`config.mk`:
```
export PLATFORM = sky130hd
export DESIGN_NAME = serial_add_ctrl
export DESIGN_NICKNAME = d
export VERILOG_FILES = /design/src/rtl/serial_add_pkg.sv /design/src/rtl/serial_shreg.sv /design/src/rtl/serial_add_ctrl.sv
export SDC_FILE = /design/constraint.sdc
export NUM_CORES = 1
export LEC_CHECK = 0
export CAP_MARGIN = 40
export CORE_MARGIN = 3
export CORE_UTILIZATION = 52
export DETAILED_ROUTE_END_ITERATION = 8
export GPL_ROUTABILITY_DRIVEN = 0
export GPL_TIMING_DRIVEN = 0
export PLACE_DENSITY = 0.85
export SLEW_MARGIN = 20
export SYNTH_ARGS = -nofsm -noshare
export SYNTH_HDL_FRONTEND = slang
export SYNTH_SLANG_ARGS = --single-unit
```
`constraint.sdc`:
```
create_clock -name clk -period 3.2 [get_ports clk]
set_clock_uncertainty 0.2 [all_clocks]
set_input_delay 0.64 -clock clk [delete_from_list [all_inputs] [get_ports clk]]
set_output_delay 0.64 -clock clk [all_outputs]
set_load 0.02 [all_outputs]
```
`src/rtl/serial_add_pkg.sv`:
```
// Shared types and constants for the bit-serial adder sequencer.
// Latency: n/a (declarations only).
// Backpressure: n/a.
package serial_add_pkg;

  // Sequencer states, explicit 2-bit encoding.
  typedef enum logic [1:0] {
    IDLE  = 2'd0,
    SHIFT = 2'd1,
    DONE  = 2'd2
  } state_t;

  // Default operand / result width.
  localparam int DEF_WIDTH = 8;

  // Shortest clk period (ns) that still lets the adder cell's worst-case
  // path (5 ns) settle between two edges.
  localparam int CLK_PERIOD_FLOOR_NS = 10;

endpackage

```
`src/rtl/serial_shreg.sv`:
```
// Parallel-load right-shift register; presents its LSB as the serial output.
// Latency: load/shift take effect at the next rising clk edge.
// Backpressure: none; load has priority over shift, zero fill on shift.
//
// Ports: clk, rst (async, active high), load, shift, din[WIDTH-1:0], dout (= bit 0).
module serial_shreg
  import serial_add_pkg::*;
#(
  parameter int WIDTH = DEF_WIDTH
) (
  input  logic             clk,
  input  logic             rst,
  input  logic             load,
  input  logic             shift,
  input  logic [WIDTH-1:0] din,
  output logic             dout
);

  logic [WIDTH-1:0] data_q;
  logic [WIDTH-1:0] data_d;

  always_comb begin
    data_d = data_q;
    if (load) begin
      data_d = din;
    end else if (shift) begin
      data_d = {1'b0, data_q[WIDTH-1:1]};
    end
  end

  always_ff @(posedge clk or posedge rst) begin
    if (rst) begin
      data_q <= '0;
    end else begin
      data_q <= data_d;
    end
  end

  assign dout = data_q[0];

endmodule

```
`src/rtl/serial_add_ctrl.sv`:
```
// Bit-serial add sequencer driving an external 1-bit adder cell, LSB first.
// Latency: start accepted at edge k -> done pulses in the cycle after edge k+WIDTH.
// Backpressure: none; start is only sampled in IDLE, otherwise dropped (never queued).
//
// Ports: clk, rst (async, active high), start, op_a/op_b (captured on accept),
//        add_a/add_b/add_ci -> adder cell, add_sum/add_co <- adder cell,
//        busy, done (1-cycle pulse), result, carry_out (held until next op).
// Optional: define SERIAL_ADD_SUB_EN to add a `sub` input (result = op_a - op_b,
//           carry_out = 1 means no borrow).
module serial_add_ctrl
  import serial_add_pkg::*;
#(
  parameter int WIDTH = DEF_WIDTH,
  parameter int CW    = $clog2(WIDTH)
) (
  input  logic             clk,
  input  logic             rst,
  input  logic             start,
`ifdef SERIAL_ADD_SUB_EN
  input  logic             sub,
`endif
  input  logic [WIDTH-1:0] op_a,
  input  logic [WIDTH-1:0] op_b,
  output logic             add_a,
  output logic             add_b,
  output logic             add_ci,
  input  logic             add_sum,
  input  logic             add_co,
  output logic             busy,
  output logic             done,
  output logic [WIDTH-1:0] result,
  output logic             carry_out
);

  localparam logic [CW-1:0] CNT_LAST = CW'(WIDTH - 1);

  state_t           state_q, state_d;
  logic             cy_q, cy_d;
  logic [CW-1:0]    cnt_q, cnt_d;
  logic [WIDTH-1:0] result_q, result_d;
  logic             carry_out_q, carry_out_d;
  logic             busy_q, busy_d;
  logic             done_q, done_d;

  logic             load;
  logic             shift_en;
  logic             sa_lsb;
  logic             sb_lsb;
  logic             sub_in;
  logic [WIDTH-1:0] b_load;

  // Subtraction is a + ~b + 1: invert B on load and seed the carry with 1.
`ifdef SERIAL_ADD_SUB_EN
  assign sub_in = sub;
`else
  assign sub_in = 1'b0;
`endif
  assign b_load = op_b ^ {WIDTH{sub_in}};

  serial_shreg #(.WIDTH(WIDTH)) u_shreg_a (
    .clk   (clk),
    .rst   (rst),
    .load  (load),
    .shift (shift_en),
    .din   (op_a),
    .dout  (sa_lsb)
  );

  serial_shreg #(.WIDTH(WIDTH)) u_shreg_b (
    .clk   (clk),
    .rst   (rst),
    .load  (load),
    .shift (shift_en),
    .din   (b_load),
    .dout  (sb_lsb)
  );

  always_comb begin
    state_d     = state_q;
    cy_d        = cy_q;
    cnt_d       = cnt_q;
    result_d    = result_q;
    carry_out_d = carry_out_q;
    done_d      = 1'b0;
    load        = 1'b0;
    shift_en    = 1'b0;

    case (state_q)
      IDLE: begin
        if (start) begin
          load    = 1'b1;
          cy_d    = sub_in;
          cnt_d   = '0;
          state_d = SHIFT;
        end
      end
      SHIFT: begin
        // The adder cell has settled on this bit by now; bank it and advance.
        shift_en = 1'b1;
        result_d = {add_sum, result_q[WIDTH-1:1]};
        cy_d     = add_co;
        cnt_d    = cnt_q + CW'(1);
        if (cnt_q == CNT_LAST) begin
          carry_out_d = add_co;
          done_d      = 1'b1;
          state_d     = DONE;
        end
      end
      DONE: begin
        state_d = IDLE;
      end
      default: begin
        state_d = IDLE;
      end
    endcase

    busy_d = (state_d == SHIFT);
  end

  always_ff @(posedge clk or posedge rst) begin
    if (rst) begin
      state_q     <= IDLE;
      cy_q        <= 1'b0;
      cnt_q       <= '0;
      result_q    <= '0;
      carry_out_q <= 1'b0;
      busy_q      <= 1'b0;
      done_q      <= 1'b0;
    end else begin
      state_q     <= state_d;
      cy_q        <= cy_d;
      cnt_q       <= cnt_d;
      result_q    <= result_d;
      carry_out_q <= carry_out_d;
      busy_q      <= busy_d;
      done_q      <= done_d;
    end
  end

  // Adder inputs come straight from flops so the cell sees a full clk period.
  assign add_a     = sa_lsb;
  assign add_b     = sb_lsb;
  assign add_ci    = cy_q;
  assign busy      = busy_q;
  assign done      = done_q;
  assign result    = result_q;
  assign carry_out = carry_out_q;

endmodule

```
### Yosys cells after proc, flatten, opt, wreduce, memory -nomap -nowiden

Cells that the tools add are included.
Widths: inputs -> output; s select.

* register bits after elaboration: 33
* input bits: 21
* output and inout port bits: 14
* word-level logic and storage cells: 35

* add/subtract/negate cells: 1
* equal/unequal tests: 4
* multiplexer cells: 16
* reductions and logical operators: 5

Operator list (count)
* $mux 8: 4
* $mux 1: 6
* $pmux 3 s2: 1
* $eq 2x1->1 const B: 2
* $mux 2: 2
* $pmux 2 s2: 1
* $reduce_and 2->1: 2
* $reduce_bool 2->1: 2
* $add 3x1->3 const B: 1
* $eq 3x3->1 const B: 1
* $mux 3: 1
* $logic_not 2->1: 1
* $ne 2x2->1 const B: 1
* $pmux 1 s2: 1

### Logic depth before layout (Yosys ltp)

Gate-level depths: netlist of run 1.

* word-level depth: 4
* mapped depth: 5
* depth with buffers taken out: 4

### Hierarchy

From an unflattened synthesis of run 1, not the netlist that was laid out.

* cells, all modules: 113
* area total of the unflattened synthesis: 1421.4 um^2

By module, submodules not included
* serial_shreg: times used 2, cells each 35, area an instance 372.9 um^2, sequential area each 200.2 um^2
* serial_add_ctrl: times used 1, cells each 43, area an instance 675.6 um^2, sequential area each 425.4 um^2

### Worst setup path before layout of run 1

No wires, ideal clock.

* kind: reg2reg
* from: register cnt_q[0]
* to: register carry_out_q (netlist: carry_out)
* library setup time: 0.125 ns
* arrival time: 1.164 ns
* required time: 2.875 ns
* setup slack: 1.711 ns
* cell stages (with the launch flop): 5
* buffers on the path: 0
* clock period less this slack: 1.489 ns
* path through: dfrtp_1 -> ha_1 -> ha_1 -> and2_4 -> mux2_4

* longest elaborated chain between the ends: 2

Ends and longest elaborated chain
* start, declared: RTL line serial_add_ctrl.sv:39 `logic [CW-1:0] cnt_q, cnt_d;`
* start signal, assigned: RTL line serial_add_ctrl.sv:132 `cnt_q <= cnt_d;`
* $eq 3x3->1: RTL line serial_add_ctrl.sv:103 `if (cnt_q == CNT_LAST) begin`
* $reduce_and 2->1 (no line)
* end signal, assigned: RTL line serial_add_ctrl.sv:134 `carry_out_q <= carry_out_d;`
* end, declared: RTL line serial_add_ctrl.sv:41 `logic carry_out_q, carry_out_d;`

No other way between the ends.
A chain may end at the register's enable or synchronous reset.

### Final worst setup path of run 1

* from: register result_q[1] (netlist: result[1])
* to: output result[1]

RTL lines
* start, declared: RTL line serial_add_ctrl.sv:40 `logic [WIDTH-1:0] result_q, result_d;`
* start signal, assigned: RTL line serial_add_ctrl.sv:133 `result_q <= result_d;`
* end, declared: RTL line serial_add_ctrl.sv:31 `output logic [WIDTH-1:0] result,`

No word-level cell between the ends.

==> reports/qor.yml, run 1 <==
post_synth_instance_area_mm2: 0.00145
yosysUniqueCellTypes: 28
number_of_global_route_vias_before_repair: 1162
report.final.hold_viol_count: 0
power.density_mw_per_mm2: 962
power_frac_comb_pct: 45.4
grt_antenna_before_repair: 0
routed_via_density: 5.75
wirelength_um: 3160
worst_ir_drop_vdd_v: 0.000661
cp.arrival_ns: 1.35
placeableCoreArea_mm2: 0.00257
num-fill-cells: 201
clock_root_buffer: "sky130_fd_sc_hd__clkbuf_4"
area_occupied_by_multi_input_gates_um2: 538
drt_first_pass_iters: 4
placementRows: 18
layout_cell_share_with_drive_strength_beyond_1_pct: 16.2
routedWlPerCell_um: 15.6
p_leak_nw: 0.856
relSlewSlack_pct: 55.3
die_y_um: 58.7
postSynthNetCount: 154
post_cts_buffers: 0
worst_pin_slew_ns: 0.669
postCtsHoldBufs: 0
floorplan.die_area_mm2: 0.00345
vias: 1168
port_buffers: 34
placed_cells_incl_taps: 195
cts_sinks: 33
grt_remaining_overflow: 0
timing.final.max_slew_violations: 0
clock_tree.htree_level_count: 2
syn-mean-instance-area_um2: 11.0
maxCapViolCount: 0
post_cts_resized: 0
netlist_instances: 131
yosys_register_bits: 33
design_power_total_mw: 1.82
total_placed_instance_area_mm2: 0.00182
worst_setup_hold_path_clk_slew_ns: 0.10
first_iter_violations: 61
rsz0062_at_grt: "false"
crit_slowest_cell: "sky130_fd_sc_hd__clkdlybuf4s50_1"
yosys_warnings: 0
timing.critical_path.max_delay_family: "buffers and inverters"
hp-class: "reg2reg"
worst_setup_path_start_kind: "flip-flop"
hpwlAfterDp_um: 2240
grt_pass1_wl_um: 5230
layout.area.seq_um2: 826
max-clock-path-buffers: 2
final_hold_slack_ns: 0.301
max_clock_freq_mhz: 457
final.setup.worst_slack_ns: 1.01
gr-usage-all-layers_pct: 20.3
result_of_the_run: "finished clean"
ant_nets: 0
synth-seq-area-share_pct: 57.1
internal_power_mw: 1.14
clock_tree_from_tritoncts: "yes"
switching_share_pct: 37.7
grt_start_max_net_pins: 34
sequentialPowerShare_pct: 39.8
critical_path.max_fanout: 3
final-setup-viol-count: 0
switching_power_mw: 0.686
pin_count: 35
initial_standard_cell_utilization_of_the_core_pct: 56.3
clockPowerShare_pct: 14.8
worst_setup_path_end_kind: "output pin"
cts_made_buffers: 5
syn2layout_area_growth_pct: 31.0
aggregate_negative_setup_slack_ns: 0
critical_path_class: "reg2out"
postLayoutCoreUtil_pct: 73.7
drc: 0
layoutNonFillerInstCount: 203
die-width_um: 58.7
period_minus_slack_ns: 2.19
design_area_mm2: 0.00189
place_ws_ns: 1.05
finish.net_count: 195
worstPathCellList: "clkdlybuf4s50_1"
worstPathBufferInverterCount: 1
worst_path_largest_cell_delay_ns: 0.62
antenna_cells: 0
required_time_of_the_critical_path_ns: 2.36
insertion_delay_ns: 0.34
layout_worst_path_cycle_share_pct: 68.4
cell usage after synthesis, drive strengths merged:
library cell | n | share of area [%]
dfrtp | 33 | 57
nand2 | 25 | 6.5
o22ai | 17 | 7.4
a21oi | 9 | 3.1
buf | 7 | 3.8
inv | 7 | 1.8
a22o | 5 | 3.0
a2bb2oi | 3 | 1.8
nor2 | 3 | 1.1
or2b | 3 | 2.3
a211oi | 2 | 1.0
a22oi | 2 | 1.0
and2 | 2 | 1.0
ha | 2 | 1.7
nor3 | 2 | 0.69
nor4b | 2 | 1.2
mux2 | 1 | 1.0
nand2b | 1 | 0.43
nor2b | 1 | 0.61
nor3b | 1 | 0.87
o21ai | 1 | 0.35
o21bai | 1 | 1.3
o22a | 1 | 0.61
path summary, 6_finish.rpt:
path | start | to | slack [ns] | depth (start not counted)
min in group asynchronous | rst | result[0]$_DFFE_PP0P_ | 0.50 | 2
worst min register to register | cnt_q[0]$_DFFE_PP0P_ | cnt_q[0]$_DFFE_PP0P_ | 0.30 | 1
worst max-delay path | result[1]$_DFFE_PP0P_ | result[1] | 1.01 | 1
worst max register to register | cnt_q[0]$_DFFE_PP0P_ | carry_out$_DFFE_PP0P_ | 1.62 | 4
worst min-delay path | cnt_q[0]$_DFFE_PP0P_ | cnt_q[0]$_DFFE_PP0P_ | 0.30 | 1
max in group asynchronous | rst | state_q[1]$_DFF_PP0_ | 1.85 | 2
area by class of cell:
| type | count | area share, % |
|---|---|---|
| buffer | 7 | 2.91 |
| sequential | 33 | 43.6 |
| inverter | 7 | 1.39 |
| clock inverter | 1 | 0.264 |
| clock buffer | 7 | 3.44 |
| multi-input combinational | 84 | 28.4 |
| timing repair buffer | 34 | 18.0 |
| tap | 30 | 1.98 |
worst register-to-register path, cell delays in order (launching register included):
cell                      delay, ns
sky130_fd_sc_hd__dfrtp_1       0.41
sky130_fd_sc_hd__ha_1          0.21
sky130_fd_sc_hd__ha_1          0.21
sky130_fd_sc_hd__and2_4        0.15
sky130_fd_sc_hd__mux2_4        0.29
power groups by stage:
stage	Combinational [mW]	Clock, mW	Sequential [mW]
finish	0.827	0.270	0.724
global route	0.897	0.292	0.749
detailed placement	0.827	0	0.729
floorplan	0.459	0	0.796
global placement	0.793	0	0.714
CTS	0.832	0.272	0.723
state kept, by name, indices dropped and copies added, names as in the netlist:
register,cells
carry_out,1
u_shreg_a.data_q,8
add_ci,1
state_q,2
busy,1
result,8
u_shreg_b.data_q,8
done,1
cnt_q,3
routing by layer:
layer	vias up	wire (um)	track usage (%)
li1	546	-	-
met1	566	1380	26.0
met2	47	1520	31.7
met3	9	222	6.58
met4	0	42	8.41
met5	-	0	0
layout by cell type, fill, tap and decap left out, types with 2 or more instances in the layout:
| master | Yosys | layout |
|---|---|---|
| sky130_fd_sc_hd__or2b_4 | 3 | 3 |
| sky130_fd_sc_hd__dfrtp_1 | 33 | 33 |
| sky130_fd_sc_hd__nand2_1 | 25 | 25 |
| sky130_fd_sc_hd__buf_6 | 2 | 2 |
| sky130_fd_sc_hd__clkbuf_4 | 0 | 5 |
| sky130_fd_sc_hd__inv_2 | 2 | 3 |
| sky130_fd_sc_hd__a22o_1 | 5 | 5 |
| sky130_fd_sc_hd__a211oi_1 | 2 | 2 |
| sky130_fd_sc_hd__clkdlybuf4s50_1 | 0 | 34 |
| sky130_fd_sc_hd__buf_2 | 2 | 2 |
| sky130_fd_sc_hd__buf_4 | 3 | 3 |
| sky130_fd_sc_hd__a2bb2oi_1 | 3 | 3 |
| sky130_fd_sc_hd__nor2_2 | 2 | 2 |
| sky130_fd_sc_hd__clkbuf_8 | 0 | 2 |
| sky130_fd_sc_hd__inv_1 | 5 | 4 |
| sky130_fd_sc_hd__a21oi_1 | 9 | 9 |
| sky130_fd_sc_hd__o22ai_1 | 17 | 17 |
| sky130_fd_sc_hd__nor4b_1 | 2 | 2 |
| sky130_fd_sc_hd__nor3_1 | 2 | 2 |
| sky130_fd_sc_hd__ha_1 | 2 | 2 |
| sky130_fd_sc_hd__a22oi_1 | 2 | 2 |
logic make-up after synthesis:
logic type | Yosys count | share of synthesized area, %
AOI/OAI and AO/OA | 41 | 19.7
and+or+nand+nor | 40 | 14.8
DFF | 33 | 57.1
buffers and inverters | 14 | 5.63
adders and majority gates | 2 | 1.73
muxes | 1 | 1.04
No activity file was read; power rests on OpenSTA's default activity.
==> inputs of run 2 (changes only) <==
--- a/config.mk
+++ b/config.mk
@@ -7,11 +7,11 @@
 export LEC_CHECK = 0
 export CAP_MARGIN = 40
 export CORE_MARGIN = 3
-export CORE_UTILIZATION = 52
+export CORE_UTILIZATION = 43
 export DETAILED_ROUTE_END_ITERATION = 8
 export GPL_ROUTABILITY_DRIVEN = 0
 export GPL_TIMING_DRIVEN = 0
-export PLACE_DENSITY = 0.85
+export PLACE_DENSITY = 0.76
 export SLEW_MARGIN = 20
 export SYNTH_ARGS = -nofsm -noshare
 export SYNTH_HDL_FRONTEND = slang
==> constraint.sdc (replaced) <==
create_clock -name clk -period 1.95 [get_ports clk]
set_clock_uncertainty 0.2 [all_clocks]
set_input_delay 0.39 -clock clk [delete_from_list [all_inputs] [get_ports clk]]
set_output_delay 0.39 -clock clk [all_outputs]
set_load 0.02 [all_outputs]
==> run 2 against run 1 <==
Combinational power up 61%. First-iteration DRC count down 23%. Clock power up 43%. Critical path type unchanged. Largest cell class unchanged.
==> reports/qor.yml, run 2 (synthesis results as in run 1) <==
first_iter_violations: 47
placeableCoreArea_mm2: 0.00313
final_cell_mix: "sky130_fd_sc_hd__dfrtp_1 (33), sky130_fd_sc_hd__clkdlybuf4s50_1 (26), sky130_fd_sc_hd__nand2_1 (25), sky130_fd_sc_hd__o22ai_1 (17), sky130_fd_sc_hd__a21oi_1 (9)"
final_hold_slack_ns: 0.270
worst_ir_drop_vdd_v: 0.000746
relSlewSlack_pct: 55.2
required_time_of_the_critical_path_ns: 1.36
drc: 0
grt_antenna_before_repair: 0
routedWlPerCell_um: 14.1
port_buffers: 34
routed_via_density: 5.25
grt.met2_usage_pct: 26.6
critical_path.max_fanout: 2
gr-usage-all-layers_pct: 15.9
pin_count: 35
insertion_delay_ns: 0.33
num-fill-cells: 281
timing.final.max_slew_violations: 0
layout_cell_share_with_drive_strength_beyond_1_pct: 15.1
die-width_um: 64.0
clock_tree.htree_level_count: 2
maxCapViolCount: 0
die_y_um: 64.0
vias: 1134
power.density_mw_per_mm2: 1510
initial_standard_cell_utilization_of_the_core_pct: 46.2
cts_sinks: 33
antenna_cells: 0
rsz0062_at_grt: "false"
timing.critical_path.max_delay_family: "buffers and inverters"
final_common_cell: "sky130_fd_sc_hd__dfrtp_1"
max-clock-path-buffers: 2
period_minus_slack_ns: 1.91
worst_setup_path_start_kind: "flip-flop"
worst_pin_slew_ns: 0.671
worstPathBufferInverterCount: 1
worst_path_largest_cell_delay_ns: 0.62
clock_root_buffer: "sky130_fd_sc_hd__clkbuf_4"
ant_nets: 0
clock_tree_from_tritoncts: "yes"
hpwlAfterDp_um: 2140
max_clock_freq_mhz: 524
worst_setup_hold_path_clk_slew_ns: 0.10
design_power_total_mw: 2.89
worst_setup_path_end_kind: "output pin"
drt_first_pass_iters: 4
grt_start_max_net_pins: 34
grt_pass1_wl_um: 5130
final-setup-viol-count: 0
use_met1_pct: 19.6
result_of_the_run: "finished clean"
postCtsHoldBufs: 0
floorplan.die_area_mm2: 0.00409
number_of_global_route_vias_before_repair: 1168
layout_worst_path_cycle_share_pct: 97.8
critical_path_class: "reg2out"
grt_use_met3_pct: 5.45
cp.arrival_ns: 1.32
cts_made_buffers: 5
finish.net_count: 195
placementRows: 20
syn2layout_area_growth_pct: 32.6
crit_slowest_cell: "sky130_fd_sc_hd__clkdlybuf4s50_1"
wirelength_um: 3050
hp-class: "in2async"
report.final.hold_viol_count: 0
p_leak_nw: 0.940
grt_remaining_overflow: 0
worstPathCellList: "clkdlybuf4s50_1"
busiest_layer: "met2"
[run 2: changes by cell type in the layout (fill, tap and decap cells not counted)]
cell | previous run | this run
sky130_fd_sc_hd__clkdlybuf4s50_1 | 34 | 26
sky130_fd_sc_hd__clkbuf_8 | 2 | 1
sky130_fd_sc_hd__clkinv_2 | 1 | 0
sky130_fd_sc_hd__clkbuf_1 | 0 | 1
sky130_fd_sc_hd__dlymetal6s2s_1 | 0 | 8
[run 2: final timing paths]
kind	startpoint	end	slack, ns	depth (start not counted)
setup / recovery	add_ci$_DFFE_PP0P_	add_ci	0.04	1
hold / removal	rst	u_shreg_b.data_q[3]$_DFFE_PP0P_	0.27	2
setup reg to reg	cnt_q[0]$_DFFE_PP0P_	carry_out$_DFFE_PP0P_	0.39	4
hold reg to reg	cnt_q[0]$_DFFE_PP0P_	cnt_q[0]$_DFFE_PP0P_	0.29	1
max in group asynchronous	rst	u_shreg_a.data_q[3]$_DFFE_PP0P_	0.84	2
min in group clk	cnt_q[0]$_DFFE_PP0P_	cnt_q[0]$_DFFE_PP0P_	0.29	1
[run 2: power breakdown]
part	switching (mW)	total, mW	internal (mW)
clock network	0.215	0.385	0.170
registers	0.190	1.18	0.989
logic	0.676	1.33	0.650
total	1.08	2.89	1.81
[run 2: stage by stage]
step	TNS, ns	cell area (um^2)	setup WS (ns)	std cells	util, %
floorplan	0	1450	0.461	131	-
global placement	-2.30	1840	-0.0705	209	58.8
detailed placement	0	1840	0.0742	209	58.8
CTS	0	1900	0.0170	216	60.6
global route	0	1920	0.00417	216	61.2
finish	0	1920	0.0422	216	61.2
[run 2: repair_timing]
item | CTS | global route
setup endpoints to repair | 0 | 8
gates resized for setup | 0 | 8
buffers inserted | 0 | 0
[run 2: per-layer routing]
layer / up-vias / routed length, um / share of wire, %
met5: - / 0 / 0
met4: 0 / 34 / 1.1
met3: 5 / 204 / 6.7
met2: 42 / 1490 / 49
met1: 543 / 1310 / 43
li1: 544 / - / -
[run 2: final cells by class]
cell class / instances / area [um^2] / share of cell area, %
Multi-Input combinational cell: 84 / 538 / 28.1
Sequential cell: 33 / 826 / 43.1
Tap cell: 44 / 55.1 / 2.87
Timing Repair Buffer: 34 / 360 / 18.8
Inverter: 7 / 26.3 / 1.37
Clock buffer: 7 / 55.1 / 2.87
Buffer: 7 / 55.1 / 2.87
